File: config.mk
export PLATFORM = sky130hd
export DESIGN_NAME = mmio_fifo_bank
export DESIGN_NICKNAME = d
export VERILOG_FILES = /design/src/rtl/mmio_fifo_bank.sv
export SDC_FILE = /design/constraint.sdc
export NUM_CORES = 2
export LEC_CHECK = 0
export BUFFER_PORTS_ARGS = -buffer_cell sky130_fd_sc_hd__buf_4
export CORE_ASPECT_RATIO = 0.9
export CORE_MARGIN = 5
export CORE_UTILIZATION = 55
export DETAILED_ROUTE_END_ITERATION = 7
export GPL_TIMING_DRIVEN = 1
export PLACE_DENSITY = 0.69
export SLEW_MARGIN = 5
export SYNTH_ARGS = -nofsm -noshare
export SYNTH_HDL_FRONTEND = slang
export SYNTH_MEMORY_MAX_BITS = 65536
export SYNTH_SLANG_ARGS = --single-unit
File: constraint.sdc
create_clock -name clk -period 15.4 [get_ports clk]
set_clock_uncertainty 0.2 [all_clocks]
set_input_delay 2.31 -clock clk [delete_from_list [all_inputs] [get_ports clk]]
set_output_delay 2.31 -clock clk [all_outputs]
set_load 0.01 [all_outputs]
File: src/rtl/mmio_fifo_bank.sv
// Bank of NUM_CH independent MMIO-mapped FIFOs, each with DATA, STAT and optional PEEK registers.
// Define MMIO_FIFO_PEEK_EN to enable the non-popping PEEK register at offset +4.
module mmio_fifo_bank #(
  parameter int          NUM_CH    = 4,
  parameter int          DEPTH     = 16,
  parameter int          DATA_W    = 64,
  parameter logic [15:0] BASE_ADDR = 16'h0020
) (
  input  logic        clk,
  input  logic        rst,
  input  logic        mmio_wr_valid,
  input  logic        mmio_rd_valid,
  input  logic [15:0] mmio_addr,
  input  logic [8:0]  mmio_tid,
  input  logic [63:0] mmio_wr_data,
  output logic        rd_rsp_valid,
  output logic [8:0]  rd_rsp_tid,
  output logic [63:0] rd_rsp_data
);
  localparam int          PTR_W    = $clog2(DEPTH);
  localparam int          CNT_W    = $clog2(DEPTH + 1);
  localparam int          CH_W     = (NUM_CH > 1) ? $clog2(NUM_CH) : 1;
  localparam logic [31:0] END_ADDR = 32'(BASE_ADDR) + 32'(8 * NUM_CH);

  typedef enum logic [2:0] {
    OFF_DATA = 3'd0,
    OFF_STAT = 3'd2,
    OFF_PEEK = 3'd4
  } reg_off_e;

  logic [DATA_W-1:0] mem [NUM_CH][DEPTH];
  logic [PTR_W-1:0]  rd_ptr [NUM_CH];
  logic [PTR_W-1:0]  wr_ptr [NUM_CH];
  logic [CNT_W-1:0]  count  [NUM_CH];
  logic              ovf    [NUM_CH];
  logic              udf    [NUM_CH];

  logic              in_range;
  logic [CH_W-1:0]   ch_sel;
  reg_off_e          off;
  logic              is_data, is_stat, is_peek;
  logic              wr_req, rd_req, rd_hit, push_en;
  logic              sel_full, sel_empty;
  logic [DATA_W-1:0] sel_head;
  logic [63:0]       rsp_word;
  logic              unused_wr_bits;

  // BASE_ADDR is 8-aligned, so the low address bits are the register offset.
  assign in_range  = (mmio_addr >= BASE_ADDR) && (32'(mmio_addr) < END_ADDR);
  assign ch_sel    = CH_W'((mmio_addr - BASE_ADDR) >> 3);
  assign off       = reg_off_e'(mmio_addr[2:0]);
  assign is_data   = (off == OFF_DATA);
  assign is_stat   = (off == OFF_STAT);
`ifdef MMIO_FIFO_PEEK_EN
  assign is_peek   = (off == OFF_PEEK);
`else
  assign is_peek   = 1'b0;
`endif

  // A simultaneous write wins; the read is dropped without a response.
  assign wr_req    = mmio_wr_valid && in_range;
  assign rd_req    = mmio_rd_valid && !mmio_wr_valid && in_range;
  assign rd_hit    = rd_req && (is_data || is_stat || is_peek);

  assign sel_full  = (count[ch_sel] == CNT_W'(DEPTH));
  assign sel_empty = (count[ch_sel] == '0);
  assign sel_head  = mem[ch_sel][rd_ptr[ch_sel]];
  assign push_en   = wr_req && is_data && !sel_full;

  assign unused_wr_bits = ^mmio_wr_data;

  // NOTE: every always_comb output gets a default first so no path leaves it unassigned (no latch).
  always_comb begin
    rsp_word = 64'h0;
    if (is_stat)
      rsp_word = {16'(count[ch_sel]), 44'h0, udf[ch_sel], ovf[ch_sel], sel_full, sel_empty};
    else if (!sel_empty)
      rsp_word = 64'(sel_head);
  end

  // NOTE: storage has no reset; only pointers/counts/flags define validity, so the array maps to plain RAM.
  always_ff @(posedge clk) begin
    if (push_en)
      mem[ch_sel][wr_ptr[ch_sel]] <= mmio_wr_data[DATA_W-1:0];
  end

  // NOTE: sequential state uses non-blocking assignments so every register samples pre-edge values.
  always_ff @(posedge clk) begin
    if (rst) begin
      rd_rsp_valid <= 1'b0;
      rd_rsp_tid   <= '0;
      rd_rsp_data  <= '0;
      for (int i = 0; i < NUM_CH; i++) begin
        rd_ptr[i] <= '0;
        wr_ptr[i] <= '0;
        count[i]  <= '0;
        ovf[i]    <= 1'b0;
        udf[i]    <= 1'b0;
      end
    end else begin
      rd_rsp_valid <= rd_hit;
      if (rd_hit) begin
        rd_rsp_tid  <= mmio_tid;
        rd_rsp_data <= rsp_word;
      end

      if (wr_req && is_data) begin
        if (sel_full) begin
          ovf[ch_sel] <= 1'b1;
        end else begin
          wr_ptr[ch_sel] <= wr_ptr[ch_sel] + PTR_W'(1);
          count[ch_sel]  <= count[ch_sel] + CNT_W'(1);
        end
      end

      if (wr_req && is_stat) begin
        if (mmio_wr_data[0]) begin
          ovf[ch_sel] <= 1'b0;
          udf[ch_sel] <= 1'b0;
        end
        if (mmio_wr_data[1]) begin
          rd_ptr[ch_sel] <= '0;
          wr_ptr[ch_sel] <= '0;
          count[ch_sel]  <= '0;
        end
      end

      if (rd_req && is_data) begin
        if (sel_empty) begin
          udf[ch_sel] <= 1'b1;
        end else begin
          rd_ptr[ch_sel] <= rd_ptr[ch_sel] + PTR_W'(1);
          count[ch_sel]  <= count[ch_sel] - CNT_W'(1);
        end
      end
    end
  end
endmodule

# --- After elaboration in Yosys (flattened, before gate mapping) ---
# Memory sizes are Yosys's and may differ from the RTL's.
# Index checks and enable logic that the tools add are counted.
word_totals:
  inputBits: 93
  out_inout_bits: 74
  n_memories: 6
  ramBits: 4156
  reg_bits: 74
classes:
  n_eq_ne: 2
  muxes: 56
  n_lt_le_gt_ge: 5
  n_addsub: 5
  n_reduce_logical: 20
  bitwise: 8
memory_table:
  columns: ["memory", "depth", "word_bits", "rd", "rd_clocked_by_memory_dff", "wr", "line", "rtl"]
  rows:
  - ["mem", 4, 1024, 1, 0, 1, "31", "logic [DATA_W-1:0] mem [NUM_CH][DEPTH];"]
  - ["count", 4, 5, 1, 0, 4, "34", "logic [CNT_W-1:0] count [NUM_CH];"]
  - ["rd_ptr", 4, 4, 1, 0, 4, "32", "logic [PTR_W-1:0] rd_ptr [NUM_CH];"]
  - ["wr_ptr", 4, 4, 1, 0, 4, "33", "logic [PTR_W-1:0] wr_ptr [NUM_CH];"]
  - ["ovf", 4, 1, 1, 0, 4, "35", "logic ovf [NUM_CH];"]
  - ["udf", 4, 1, 1, 0, 4, "36", "logic udf [NUM_CH];"]
op_table:
  columns: ["cell", "n"]
  rows:
  - ["$mux W1024", 1]
  - ["$mux W64", 5]
  - ["$bmux W64 S4", 1]
  - ["$demux W64 S4", 1]
  - ["$mux W1", 36]
  - ["$ge A16 B6 Y1 const B", 1]
  - ["$lt A16 B7 Y1 const B", 1]
  - ["$mux W4", 4]
  - ["$mux W5", 3]
  - ["$ge A5 B5 Y1 const B", 2]
  - ["$logic_and A1 B1 Y1", 10]
  - ["$mux W2", 5]
  - ["$not A4 Y5", 2]
  - ["$sub A5 B1 Y5 const B", 2]
  - ["$add A4 B1 Y4 const B", 2]
  - ["$reduce_or A4 Y1", 2]
  - ["$or A1 B1 Y1", 6]
  - ["$add A5 B1 Y5 const B", 1]
  - ["$eq A5 B5 Y1 const B", 1]
  - ["$logic_not A5 Y1", 1]
  - ["$lt A5 B1 Y1 const B", 1]
  - ["$reduce_or A5 Y1", 1]
  - ["$eq A3 B2 Y1 const B", 1]
  - ["$logic_not A3 Y1", 1]
  - ["other kinds (3)", 5]

# --- Logic depth before layout (Yosys ltp) ---
depth:
  word_depth: 11
  mapped_depth: 14
  mapped_depth_nobuf: 9

# --- Worst setup path after synthesis ---
# No wires, ideal clock.
synth_path:
  path_type: "input-to-reg"
  start: "input mmio_addr[3]"
  end: "memory mem[3][640] in the netlist's numbering, enable pin"
  path_stages: 11
  t_arrival_ns: 7.210
  required_ns: 14.713
  n_path_buf: 6
  setup_time_ns: 0.487
  path_slack_ns: 7.503
  cell_sequence: "buf_4 buf_6 buf_2 buf_4 buf_2 buf_4 mux4_2 inv_1 ha_1 nand3_1 nor2_1"
synth_between:
  elab_chain_len: 8
  word_cells_on_any_way: 19
  cone_classes: "add/sub: 1; order compare: 4; eq/ne: 1; mux: 4; bitwise: 1; reduce/logical: 6; memory: 2"
synth_rtl:
  columns: ["element", "line", "rtl"]
  rows:
  - ["start, declared", "13", "input logic [15:0] mmio_addr,"]
  - ["$sub A5 B1 Y5", "50", "assign ch_sel = CH_W'((mmio_addr - BASE_ADDR) >> 3);"]
  - ["$mem_v2 Z4 W4", null, null]
  - ["$not A4 Y5 (implied by the code)", "84", "mem[ch_sel][wr_ptr[ch_sel]] <= mmio_wr_data[DATA_W-1:0];"]
  - ["$ge A5 B5 Y1 (implied by the code) or $lt A5 B1 Y1 (tied branches)", "84", null]
  - ["$logic_and A1 B1 Y1 (implied by the code)", "84", null]
  - ["$mux W64 (implied by the code)", "84", null]
  - ["$demux W64 S4", "84", null]
  - ["$mux W1024 (implied by the code)", "84", null]
  - ["end, declared", "31", null]
# Several ways; a longest one is shown, not always the timed one.

# --- Worst setup path after layout ---
layout_path:
  start: "input mmio_addr[4]"
  end: "register rd_rsp_data[32]"
layout_between:
  elab_chain_len: 8
  word_cells_on_any_way: 16
  cone_classes: "add/sub: 1; order compare: 2; mux: 5; bitwise: 1; reduce/logical: 4; memory: 3"
layout_rtl:
  columns: ["element", "line", "rtl"]
  rows:
  - ["$sub A5 B1 Y5", "50", null]
  - ["$mem_v2 Z4 W4", null, null]
  - ["$not A4 Y5 (implied by the code)", "67", "assign sel_head = mem[ch_sel][rd_ptr[ch_sel]];"]
  - ["$bmux W64 S4", "67", null]
  - ["$mux W64 (implied by the code) (2 in a row)", "67", null]
  - ["$mux W64", "77", "else if (!sel_empty)"]
  - ["$mux W64", "75", "if (is_stat)"]
  - ["end signal, assigned", "104", "rd_rsp_data <= rsp_word;"]
  - ["end, declared", "18", "output logic [63:0] rd_rsp_data"]
# Several ways; a longest one is shown, not always the timed one. The select of a mux whose other input is x is not followed.
# A chain may end at the register's enable or synchronous reset.

==> summary.txt <==
Run
  • Max cap viols: 0

STA
  • Setup violators final: 0
  • Worst Tran Pin Value: 1310 ps
  • Relative slew slack: 12.9%
  • Setup TNS: 0 ps
  • FMAX: 0.125 GHz
  • Fin crit period: 7980 ps
  • Max Transition Viols Final: 0
  • Fin. Hold Viols: 0
  • Final period util: 51.8%
  • Unrepaired setup endpoints after global routing: no

Floorplanning
  • IO Pins: 167
  • # rows: 188
  • Initial Util: 55.2%
  • Core Region: 291000 um^2
  • Die X: 580 um
  • Die H: 523 um
  • Die Area: 304000 um^2

Worst setup path
  • Type of the worst setup path: input port to flip-flop
  • FF-to-FF setup slack: 10060 ps
  • Most used cell, CP: buf_4
  • Crit Path Max Fanout: 136
  • Reg2reg end: rd_rsp_data[47]
  • Worst path required time: 15940 ps
  • CP max stage cell: buf_4
  • CP max stage delay: 860 ps
  • Reg2reg start: rd_ptr[1][1]
  • FF-to-FF path depth: 8
  • CP Launch Type: input port
  • CP endpoint kind: flip-flop
  • Critical-path cell list: buf_8 -> buf_4 -> buf_4 -> buf_4 -> buf_12 -> buf_4 -> mux4_2 -> mux4_2 -> mux2_2 -> a22oi_1 -> o21ai_1
  • Crit path DAT: 8510 ps

Global route
  • Largest net degree at the start of global routing: 137
  • Initial antenna violation count: 22
  • GRT Residual Overflow: 0
  • GRT Overall Usage: 27.8%
  • First-pass GRT wire length: 590 mm
  • Vias in the first global route: 76000

Pwr
  • P_int: 18800 uW
  • PwrDens: 130 nW/um^2
  • Clock network fraction of total power: 42.1%
  • Total Power Consumption: 23600 uW
  • Sw frac: 20.3%
  • Maximum vdd drop: 0.000117 V
  • Combinational Power Share: 4.3%
  • Net switching power: 4800 uW
  • Sequential Power Share: 53.6%
  • Static Leak: 0.0558 uW

Drt
  • ANT nets after route: 0
  • DRC: 0
  • WL/cell: 37.8 um
  • Drt first pass iters: 6
  • Vias post-DR: 76100
  • Initial DRC count: 11500
  • Vias per cell: 6.84
  • Post-Route WL: 421 mm

CTS
  • CTS tree: done
  • CTS Buffer Depth: 4
  • Num CTS Buffers: 407
  • Hold buffer count at CTS: 0
  • Post-CTS Setup Repair Bufs: 0
  • PostCTS Resize Cnt: 0
  • Worst skew pair latency: 940 ps
  • CTS H-tree depth: 5
  • Clk pin slew, worst setup/hold paths: 60 ps
  • Clock sinks: 4230
  • Root Driver: clkbuf_16

Placement
  • RePlAce Congestion: 0.786
  • DP Area: 167000 um^2
  • I/O Buffers: 166
  • Detailed placer's ending HPWL: 211 mm

Synthesis
  • Netlist Area Pre-Place: 161000 um^2
  • Seq/Total Area, Yosys: 78.5%
  • Yosys warning count: 0
  • Synth async-reset ratio: 0%
  • Post-synthesis cell type count: 50
  • EDFF count, synth: 4156
  • Synthesis-stage register bit count: 4230
  • Synth Flop Type: edfxtp_1
  • Mapped Nets: 6584
  • Cells after synthesis: 6484
  • Post-synthesis average cell area: 24.8 um^2

Cells and area
  • Nets: 6995
  • Final Cell Area: 181000 um^2
  • Area growth, synth to finish: 12.3%
  • Layout cells sized above 1: 32.5%

Outcome
  • Outcome: completed

Worst hold path
  • Worst Hold Class: flip-flop to flip-flop
  • Worst Hold Depth: 2
  • Hold endpoint: rd_rsp_tid[4]
  • Hold Startpoint: rd_rsp_tid[4]
-- stage by stage --
stage / setup WS [ps] / util [%] / cells / hold WS, ps
2_1_floorplan: 7500 / - / 6484 / 276
3_5_place_dp: 6550 / 57.5 / 10400 / 252
6_report: 7420 / 62.0 / 11100 / 257
5_1_grt: 7330 / 62.0 / 11100 / 284
3_3_place_gp: 6590 / 57.5 / 10400 / 241
4_1_cts: 7440 / 62.0 / 11100 / 264
-- layout by cell type (no fill, tap or decap), types with 52 or more instances in the layout --
master	n
edfxtp_1	4156
clkinv_1	74
mux2_2	64
nor2_1	52
clkbuf_1	94
clkinv_2	61
nand2_1	55
mux2i_1	88
clkbuf_16	409
dfxtp_1	74
nor2_4	65
buf_4	345
mux4_2	1276
-- power by group through the flow --
stage / sequential (uW) / clock (uW) / combinational, uW
final: 12600 / 9930 / 1020
after CTS: 12600 / 10000 / 1030
after detailed placement: 12900 / 0 / 1020
after global placement: 12900 / 0 / 1000
after floorplan: 12900 / 0 / 657
after global routing: 12600 / 10600 / 1080
-- state kept, by name (all words and copies together) (netlist names), 4 cells and up --
name         cells
rd_rsp_data     64
udf              4
count           20
mem           4096
rd_ptr          16
ovf              4
rd_rsp_tid       9
wr_ptr          16
-- cells in the mapped netlist (all sizes together) (4+ instances only) --
| master | count | area [um^2] |
|---|---|---|
| nor3 | 21 | 105 |
| o21ai | 54 | 270 |
| xnor2 | 6 | 52.6 |
| nand3 | 27 | 135 |
| nor2b | 8 | 50.1 |
| nor2 | 118 | 443 |
| a221o | 7 | 70.1 |
| edfxtp | 4156 | 125000 |
| a221oi | 11 | 96.3 |
| a21o | 9 | 67.6 |
| buf | 193 | 1060 |
| mux2 | 64 | 721 |
| a21oi | 17 | 85.1 |
| nor4b | 4 | 35.0 |
| dfxtp | 74 | 1480 |
| or2 | 4 | 25.0 |
| a22o | 6 | 52.6 |
| ha | 7 | 87.6 |
| clkbuf | 161 | 604 |
| mux4 | 1279 | 28800 |
| nand2 | 55 | 206 |
| nor3b | 8 | 60.1 |
| mux2i | 88 | 881 |
| inv | 16 | 60.1 |
| a22oi | 45 | 338 |
| o211ai | 7 | 52.6 |
| a211oi | 6 | 45.0 |
-- worst max-delay path by stage --
| stage | endpoint | depth (start not counted) | startpoint | slack, ps |
|---|---|---|---|---|
| 2_1_floorplan | mem[3][640] | 11 | mmio_addr[3] | 7500 |
| 3_3_place_gp | rd_rsp_data[32] | 11 | mmio_addr[4] | 6590 |
| 3_5_place_dp | rd_rsp_data[40] | 11 | mmio_addr[4] | 6550 |
| 4_1_cts | rd_rsp_data[32] | 11 | mmio_addr[4] | 7440 |
| 5_1_grt | rd_rsp_data[41] | 11 | mmio_addr[4] | 7330 |
| 6_report | rd_rsp_data[32] | 11 | mmio_addr[4] | 7420 |
-- critical path: cells and delay by family --
| family | cells | cell delay, ps |
|---|---|---|
| AOI/OAI and AO/OA | 2 | 250 |
| muxes | 3 | 1200 |
| buffers and inverters | 6 | 4270 |
-- logic make-up after synthesis --
kind of cell             count (synthesis)  synth area share [%]
flip-flops                            4230                  78.5
multiplexers                          1431                  18.9
buffers and inverters                  370                  1.07
AND/OR/NAND/NOR                        265                 0.753
AO/OA/AOI/OAI                          172                 0.722
XOR/XNOR                                 9                0.0490
adder cells (fa/ha/maj)                  7                0.0544
-- cell type report --
type                    count  area [um^2]
diodes                      8         20.0
flip-flops and latches   4230       126000
clock inverters           219         2410
well taps                3895         4870
repair buffers            356         2810
multi-input cells        1884        33500
clock buffers             522        10800
fillers                 19000       111000
inverters                  16         60.1
-- layer usage --
layer  track usage, %  up-vias  share of wire, %
li1                 -    29000                 -
met1             40.3    41200                37
met2             43.6     5105                48
met3             5.25      863                12
met4             8.95       10               3.7
met5                0        -             0.014
No activity file was read; power rests on OpenSTA's default activity.
